--- src/rtl/stream_packetizer.sv ---
// stream_packetizer: zero-latency AXI-Stream pass-through that frames beats
// into packets of programmable length (tlast), controlled over AXI4-Lite.
module stream_packetizer #(
    parameter int DATA_WIDTH = 32,
    parameter int LEN_WIDTH  = 32,
    parameter int ADDR_WIDTH = 32
) (
    input  logic                  aclk,
    input  logic                  areset,
    input  logic [DATA_WIDTH-1:0] s_axis_data_tdata,
    input  logic                  s_axis_data_tvalid,
    output logic                  s_axis_data_tready,
    output logic [DATA_WIDTH-1:0] m_axis_s2mm_tdata,
    output logic                  m_axis_s2mm_tvalid,
    input  logic                  m_axis_s2mm_tready,
    output logic                  m_axis_s2mm_tlast,
    output logic                  last,
    output logic                  irq,
    input  logic [ADDR_WIDTH-1:0] s_axi_lite_awaddr,
    input  logic [2:0]            s_axi_lite_awprot,
    input  logic                  s_axi_lite_awvalid,
    output logic                  s_axi_lite_awready,
    input  logic [31:0]           s_axi_lite_wdata,
    input  logic [3:0]            s_axi_lite_wstrb,
    input  logic                  s_axi_lite_wvalid,
    output logic                  s_axi_lite_wready,
    output logic [1:0]            s_axi_lite_bresp,
    output logic                  s_axi_lite_bvalid,
    input  logic                  s_axi_lite_bready,
    input  logic [ADDR_WIDTH-1:0] s_axi_lite_araddr,
    input  logic [2:0]            s_axi_lite_arprot,
    input  logic                  s_axi_lite_arvalid,
    output logic                  s_axi_lite_arready,
    output logic [31:0]           s_axi_lite_rdata,
    output logic [1:0]            s_axi_lite_rresp,
    output logic                  s_axi_lite_rvalid,
    input  logic                  s_axi_lite_rready
);

    localparam logic [2:0] REG_CTRL     = 3'd0;
    localparam logic [2:0] REG_LENGTH   = 3'd1;
    localparam logic [2:0] REG_NPACKETS = 3'd2;
    localparam logic [2:0] REG_STATUS   = 3'd3;
    localparam logic [2:0] REG_BEATS    = 3'd4;
    localparam logic [2:0] REG_PACKETS  = 3'd5;

    localparam logic [1:0] RESP_OKAY   = 2'b00;
    localparam logic [1:0] RESP_SLVERR = 2'b10;

    localparam logic [LEN_WIDTH-1:0] ONE = LEN_WIDTH'(1);

    typedef enum logic [1:0] {
        IDLE  = 2'd0,
        ARM   = 2'd1,
        RUN   = 2'd2,
        DRAIN = 2'd3
    } state_t;

    state_t state;
    state_t state_nxt;

    logic [1:0]           ctrl;
    logic [LEN_WIDTH-1:0] length;
    logic [LEN_WIDTH-1:0] npackets;
    logic [LEN_WIDTH-1:0] active_len;
    logic [LEN_WIDTH-1:0] active_npk;
    logic [LEN_WIDTH-1:0] beats;
    logic [LEN_WIDTH-1:0] packets;
    logic [LEN_WIDTH-1:0] packets_inc;
    logic [LEN_WIDTH-1:0] len_m1;
    logic                 done;
    logic                 enable_q;

    logic enable;
    logic continuous;
    logic busy;
    logic streaming;
    logic beat;
    logic final_beat;
    logic shot_last;
    logic done_set;

    logic       wr_hs;
    logic       rd_hs;
    logic [2:0] wr_sel;
    logic [2:0] rd_sel;
    logic       status_clr;

    // Protection bits and undecoded address bits carry no meaning here.
    logic unused_bits;
    assign unused_bits = ^{s_axi_lite_awprot, s_axi_lite_arprot,
                           s_axi_lite_awaddr, s_axi_lite_araddr};

    function automatic logic [31:0] wmerge(input logic [31:0] cur,
                                           input logic [31:0] wd,
                                           input logic [3:0]  strb);
        logic [31:0] res;
        res = cur;
        for (int i = 0; i < 4; i++) begin
            if (strb[i]) res[8*i +: 8] = wd[8*i +: 8];
        end
        return res;
    endfunction

    assign enable      = ctrl[0];
    assign continuous  = ctrl[1];
    assign busy        = (state != IDLE);
    assign streaming   = ((state == RUN) || (state == DRAIN)) && !areset;
    assign len_m1      = active_len - ONE;
    assign packets_inc = packets + ONE;

    assign beat       = streaming && s_axis_data_tvalid && m_axis_s2mm_tready;
    assign final_beat = beat && (beats == len_m1);
    assign shot_last  = !continuous && (active_npk != '0)
                        && (packets_inc == active_npk);
    assign done_set   = (state == RUN) && final_beat && shot_last;

    // State register
    always_ff @(posedge aclk) begin
        if (areset) state <= IDLE;
        else        state <= state_nxt;
    end

    // Next-state logic
    always_comb begin
        state_nxt = state;
        unique case (state)
            IDLE: begin
                if (enable && !enable_q && (length != '0)) state_nxt = ARM;
            end
            ARM: state_nxt = RUN;
            RUN: begin
                if (final_beat) begin
                    if (!enable || shot_last || (length == '0))
                        state_nxt = IDLE;
                end else if (!enable) begin
                    state_nxt = ((beats == '0) && !beat) ? IDLE : DRAIN;
                end
            end
            DRAIN: begin
                if (final_beat) state_nxt = IDLE;
            end
            default: state_nxt = IDLE;
        endcase
    end

    // Stream outputs
    always_comb begin
        s_axis_data_tready = 1'b0;
        m_axis_s2mm_tdata  = '0;
        m_axis_s2mm_tvalid = 1'b0;
        m_axis_s2mm_tlast  = 1'b0;
        last               = 1'b0;
        if (streaming) begin
            s_axis_data_tready = m_axis_s2mm_tready;
            m_axis_s2mm_tdata  = s_axis_data_tdata;
            m_axis_s2mm_tvalid = s_axis_data_tvalid;
            m_axis_s2mm_tlast  = (beats == len_m1);
            last               = final_beat;
        end
    end

    // Packet counters; LENGTH is re-sampled only at packet boundaries.
    always_ff @(posedge aclk) begin
        if (areset) begin
            enable_q   <= 1'b0;
            active_len <= '0;
            active_npk <= '0;
            beats      <= '0;
            packets    <= '0;
        end else begin
            enable_q <= enable;
            if (state == ARM) begin
                active_len <= length;
                active_npk <= npackets;
                beats      <= '0;
                packets    <= '0;
            end else if (final_beat) begin
                beats      <= '0;
                packets    <= packets_inc;
                active_len <= length;
            end else if (beat) begin
                beats <= beats + ONE;
            end
        end
    end

    assign wr_hs  = s_axi_lite_awvalid && s_axi_lite_wvalid
                    && !s_axi_lite_bvalid && !areset;
    assign wr_sel = s_axi_lite_awaddr[4:2];
    assign rd_sel = s_axi_lite_araddr[4:2];
    assign status_clr = wr_hs && (wr_sel == REG_STATUS);

    assign s_axi_lite_awready = wr_hs;
    assign s_axi_lite_wready  = wr_hs;
    assign s_axi_lite_arready = !s_axi_lite_rvalid && !areset;
    assign rd_hs = s_axi_lite_arvalid && s_axi_lite_arready;

    // Write channel and control/status registers
    always_ff @(posedge aclk) begin
        if (areset) begin
            ctrl              <= '0;
            length            <= '0;
            npackets          <= '0;
            done              <= 1'b0;
            irq               <= 1'b0;
            s_axi_lite_bvalid <= 1'b0;
            s_axi_lite_bresp  <= RESP_OKAY;
        end else begin
            if (wr_hs) begin
                s_axi_lite_bvalid <= 1'b1;
                s_axi_lite_bresp  <= RESP_OKAY;
                unique case (wr_sel)
                    REG_CTRL: ctrl <= 2'(wmerge({30'b0, ctrl},
                        s_axi_lite_wdata, s_axi_lite_wstrb));
                    REG_LENGTH: length <= LEN_WIDTH'(wmerge(32'(length),
                        s_axi_lite_wdata, s_axi_lite_wstrb));
                    REG_NPACKETS: npackets <= LEN_WIDTH'(wmerge(32'(npackets),
                        s_axi_lite_wdata, s_axi_lite_wstrb));
                    REG_STATUS: ;
                    default: s_axi_lite_bresp <= RESP_SLVERR;
                endcase
            end else if (s_axi_lite_bready) begin
                s_axi_lite_bvalid <= 1'b0;
            end

            // A completion in the same cycle as a clear wins so no event is lost.
            if (done_set) begin
                done <= 1'b1;
                irq  <= 1'b1;
            end else begin
                if ((state == ARM) || status_clr) done <= 1'b0;
                if (status_clr) irq <= 1'b0;
            end
        end
    end

    // Read channel
    always_ff @(posedge aclk) begin
        if (areset) begin
            s_axi_lite_rvalid <= 1'b0;
            s_axi_lite_rdata  <= '0;
            s_axi_lite_rresp  <= RESP_OKAY;
        end else if (rd_hs) begin
            s_axi_lite_rvalid <= 1'b1;
            s_axi_lite_rresp  <= RESP_OKAY;
            unique case (rd_sel)
                REG_CTRL:     s_axi_lite_rdata <= {30'b0, ctrl};
                REG_LENGTH:   s_axi_lite_rdata <= 32'(length);
                REG_NPACKETS: s_axi_lite_rdata <= 32'(npackets);
                REG_STATUS:   s_axi_lite_rdata <= {30'b0, done, busy};
                REG_BEATS:    s_axi_lite_rdata <= 32'(beats);
                REG_PACKETS:  s_axi_lite_rdata <= 32'(packets);
                default: begin
                    s_axi_lite_rdata <= '0;
                    s_axi_lite_rresp <= RESP_SLVERR;
                end
            endcase
        end else if (s_axi_lite_rready) begin
            s_axi_lite_rvalid <= 1'b0;
        end
    end

endmodule

--- config.mk ---
export PLATFORM = sky130hd
export DESIGN_NAME = stream_packetizer
export DESIGN_NICKNAME = d
export VERILOG_FILES = /design/src/rtl/stream_packetizer.sv
export SDC_FILE = /design/constraint.sdc
export NUM_CORES = 1
export LEC_CHECK = 0
export ABC_AREA = 0
export CORE_MARGIN = 10
export CORE_UTILIZATION = 57
export DETAILED_ROUTE_END_ITERATION = 10
export PLACE_DENSITY = 0.86
export SYNTH_ARGS = -nofsm -noshare
export SYNTH_HDL_FRONTEND = slang
export SYNTH_SLANG_ARGS = --single-unit
--- constraint.sdc ---
create_clock -name aclk -period 7.1 [get_ports aclk]
set_clock_uncertainty 0.2 [all_clocks]
set_input_delay 1.42 -clock aclk [delete_from_list [all_inputs] [get_ports aclk]]
set_output_delay 1.42 -clock aclk [all_outputs]
set_load 0.05 [all_outputs]
==> impl_metrics.py, run 1 <==
metrics = {
    "synthesis": {
        "ys_seq_area_frac": 0.378,
        "synth_ff_type": "dfxtp_1",
        "yosysWarnings": 0,
        "async_reset_ff_frac": 0,
        "synth.distinct_cells": 67,
        "synth_area_mm2": 0.0125,
        "syn_inst": 1526,
        "synth_edf_count": 0,
        "synth-seq-cells": 235,
        "avgSynthCellArea_um2": 8.16,
    },
    "die": {
        "initial_core_util": 0.574,
        "core_area_mm2": 0.0217,
        "die_x_um": 168,
        "num_rows": 54,
        "pin_count": 225,
        "dieArea_mm2": 0.0282,
        "fp.dieH_um": 168,
    },
    "route": {
        "drtIter0Drc": 1319,
        "wl_per_cell_um": 21.1,
        "drc": 0,
        "routed_wl_um": 40000,
        "vias": 12040,
        "drt_first_pass_iters": 5,
        "ant_nets": 0,
        "vias_per_cell": 6.34,
    },
    "sta": {
        "slew_headroom": 0.131,
        "final.setup.tns_ns": 0,
        "rsz0062_at_grt": "no",
        "finalHoldViolations": 0,
        "period_needed_ns": 6.61,
        "worst_pin_slew_ns": 1.30,
        "finalMaxSlewViolations": 0,
        "setup_violations": 0,
        "max_freq_mhz": 151,
        "min_period_over_period": 0.931,
    },
    "global_route": {
        "grt.total_usage": 0.270,
        "grt_max_degree": 82,
        "antenna_found_initial": 0,
        "grt_pass1_wl_um": 62700,
        "grt_pass1_vias": 11280,
        "overflow": 0,
    },
    "worst_setup_path": {
        "path_buf_inv": 2,
        "cp_common_cell": "nand4_1",
        "timing.rr.start": "active_len[0]$_SDFFE_PP0P_",
        "crit_fanout": 13,
        "startpoint": "active_len[0]$_SDFFE_PP0P_",
        "startpoint_type": "flip-flop",
        "cp.depth": 10,
        "crit_path_end_kind": "primary output",
        "required_ns": 5.48,
        "path_cells": "inv_1, ha_1, nor3b_1, nand4_1, or3_1, o41ai_1, nand4_1, or4b_4, nor2_1, clkdlybuf4s50_1",
        "cp.arrival_ns": 4.99,
        "crit_type": "reg -> out",
        "path_delay_family": "simple AND/OR/NAND/NOR gates",
        "cp_slowest_cell": "clkdlybuf4s50_1",
        "cpPeakStageDelay_ns": 0.89,
        "reg2reg_depth": 12,
    },
    "run": {
        "maxCapViolCount": 0,
    },
    "power": {
        "powerDensity_mw_per_mm2": 181,
        "vdd_drop_max_mv": 0.163,
        "p_leak_nw": 5.45,
    },
    "cts": {
        "cts_setup_buffers": 0,
        "clock_path_buffers": 3,
        "clk_latency_ns": 0.54,
        "cts_tree": "built",
        "root_buffer": "clkbuf_16",
        "cts_resized": 0,
        "clk_pin_slew_ns": 0.06,
        "cts_made_buffers": 25,
        "htree_levels": 1,
        "ctsHoldBuffers": 0,
        "clock_sinks": 235,
    },
    "final_layout": {
        "final_net_count": 1759,
        "regArea_mm2": 0.00470,
        "fillers": 1736,
        "multi_input_area_mm2": 0.00718,
        "final_cell_mix": "dfxtp_1, nor2_1, clkdlybuf4s50_1",
        "final_common_cell": "dfxtp_1",
        "layout-drive-gt1-share": 0.0444,
        "n_antenna_cell": 0,
        "area_growth_pct": 18.2,
        "final_area_mm2": 0.0147,
    },
    "worst_hold_path": {
        "min_path_type": "reg -> reg",
        "whs_path_depth": 2,
        "worstHoldStart": "npackets[19]$_SDFFE_PP0P_",
    },
    "placement": {
        "gp_congestion": 0.955,
        "io_buffer_count": 158,
        "place_area_mm2": 0.0140,
        "dpl.hpwl_um": 29500,
    },
    "outcome": {
        "status": "complete, no violations",
    },
}
==> stage by stage <==
step	worst slack (ns)	util	power, mW	hold slack, ns	instances
2_1_floorplan	1.69	-	1.41	0.234	1527
5_1_grt	0.246	0.678	2.72	0.302	1900
6_report	0.488	0.678	2.67	0.276	1900
4_1_cts	0.550	0.678	2.67	0.274	1900
3_5_place_dp	1.14	0.645	1.48	0.264	1861
3_3_place_gp	1.11	0.645	1.47	0.257	1861
==> power by group <==
part | switching [mW] | internal (mW)
sequential | 0.00316 | 1.32
combinational | 0.0724 | 0.0532
clock | 0.533 | 0.686
==> state kept, by name, indices dropped and copies added, names as in the netlist <==
register and count:
irq 1, s_axi_lite_bresp 1, packets 32, s_axi_lite_rdata 32, s_axi_lite_bvalid 1, ctrl 2
s_axi_lite_rvalid 1, beats 32, npackets 32, length 32, active_len 32, s_axi_lite_rresp 1
enable_q 1, state 2, active_npk 32, done 1
==> cell type report <==
type | count | area share
multi-input cells | 1155 | 0.488
clock inverters | 8 | 0.00468
clock buffers | 31 | 0.0447
well taps | 280 | 0.0238
repair buffers | 171 | 0.114
flip-flops and latches | 235 | 0.320
inverters | 20 | 0.00510
==> synth_stat cells, types with 7 or more instances <==
cell	count	area, um^2
a21oi_1	132	661
nand3_1	51	255
clkbuf_1	101	379
and3_1	11	68.8
nor2b_1	9	56.3
xor2_1	40	350
nand2b_1	16	100
nor2_1	214	803
o31ai_1	13	97.6
or4_1	22	165
buf_6	7	78.8
o21ai_0	33	165
nor4_1	40	250
nor3b_1	7	52.6
a22oi_1	62	465
mux2i_1	105	1050
and2_1	40	250
nor3_1	24	120
or3_1	21	131
nand4_1	31	194
inv_1	20	75.1
nand2_1	118	443
dfxtp_1	235	4700
xnor2_1	69	604
==> kinds of logic after synthesis <==
kind of cell | count (synthesis) | share of synthesized area
DFF | 235 | 0.378
and+or+nand+nor | 641 | 0.259
other | 1 | 0.000301
muxes | 106 | 0.0853
buffers and inverters | 137 | 0.0475
AOI/OAI and AO/OA | 293 | 0.149
xor gates and xnor gates | 109 | 0.0767
adders and majority gates | 4 | 0.00402
==> tightest hold or removal path, delay by kind of cell (launching register included) <==
| kind | cells | cell delay (ns) |
|---|---|---|
| AOI/OAI and AO/OA | 1 | 0.05 |
| DFF | 1 | 0.32 |
| and+or+nand+nor | 1 | 0.06 |
==> metal layers <==
| metal | wire [um] | track usage | up-vias |
|---|---|---|---|
| met3 | 4330 | 0.0617 | 114 |
| met4 | 1720 | 0.111 | 0 |
| met1 | 16100 | 0.358 | 5688 |
| met5 | 0 | 0 | - |
| li1 | - | - | 5581 |
| met2 | 17900 | 0.416 | 657 |
==> final timing paths <==
check,slack (ns),endpoint
setup / recovery,0.49,last
setup reg to reg,1.77,beats[13]$_SDFFE_PP0P_
hold reg to reg,0.28,active_npk[19]$_SDFFE_PP0P_
hold / removal,0.28,active_npk[19]$_SDFFE_PP0P_
No activity file was read; power rests on OpenSTA's default activity.
==> run 2, diff against run 1 <==
--- a/config.mk
+++ b/config.mk
@@ -9,6 +9,7 @@
 export CORE_MARGIN = 10
 export CORE_UTILIZATION = 57
 export DETAILED_ROUTE_END_ITERATION = 10
+export HOLD_SLACK_MARGIN = 0.05
 export PLACE_DENSITY = 0.86
 export SYNTH_ARGS = -nofsm -noshare
 export SYNTH_HDL_FRONTEND = slang
==> results of run 2 <==
No change in the layout: final DEF, timing and power equal those of run 1.
==> run 3, diff against run 2 <==
--- a/config.mk
+++ b/config.mk
@@ -5,7 +5,7 @@
 export SDC_FILE = /design/constraint.sdc
 export NUM_CORES = 1
 export LEC_CHECK = 0
-export ABC_AREA = 0
+export ABC_CLOCK_PERIOD_IN_PS = 7100
 export CORE_MARGIN = 10
 export CORE_UTILIZATION = 57
 export DETAILED_ROUTE_END_ITERATION = 10
==> results of run 3 <==
No change in the layout: final DEF, timing and power equal those of run 1.
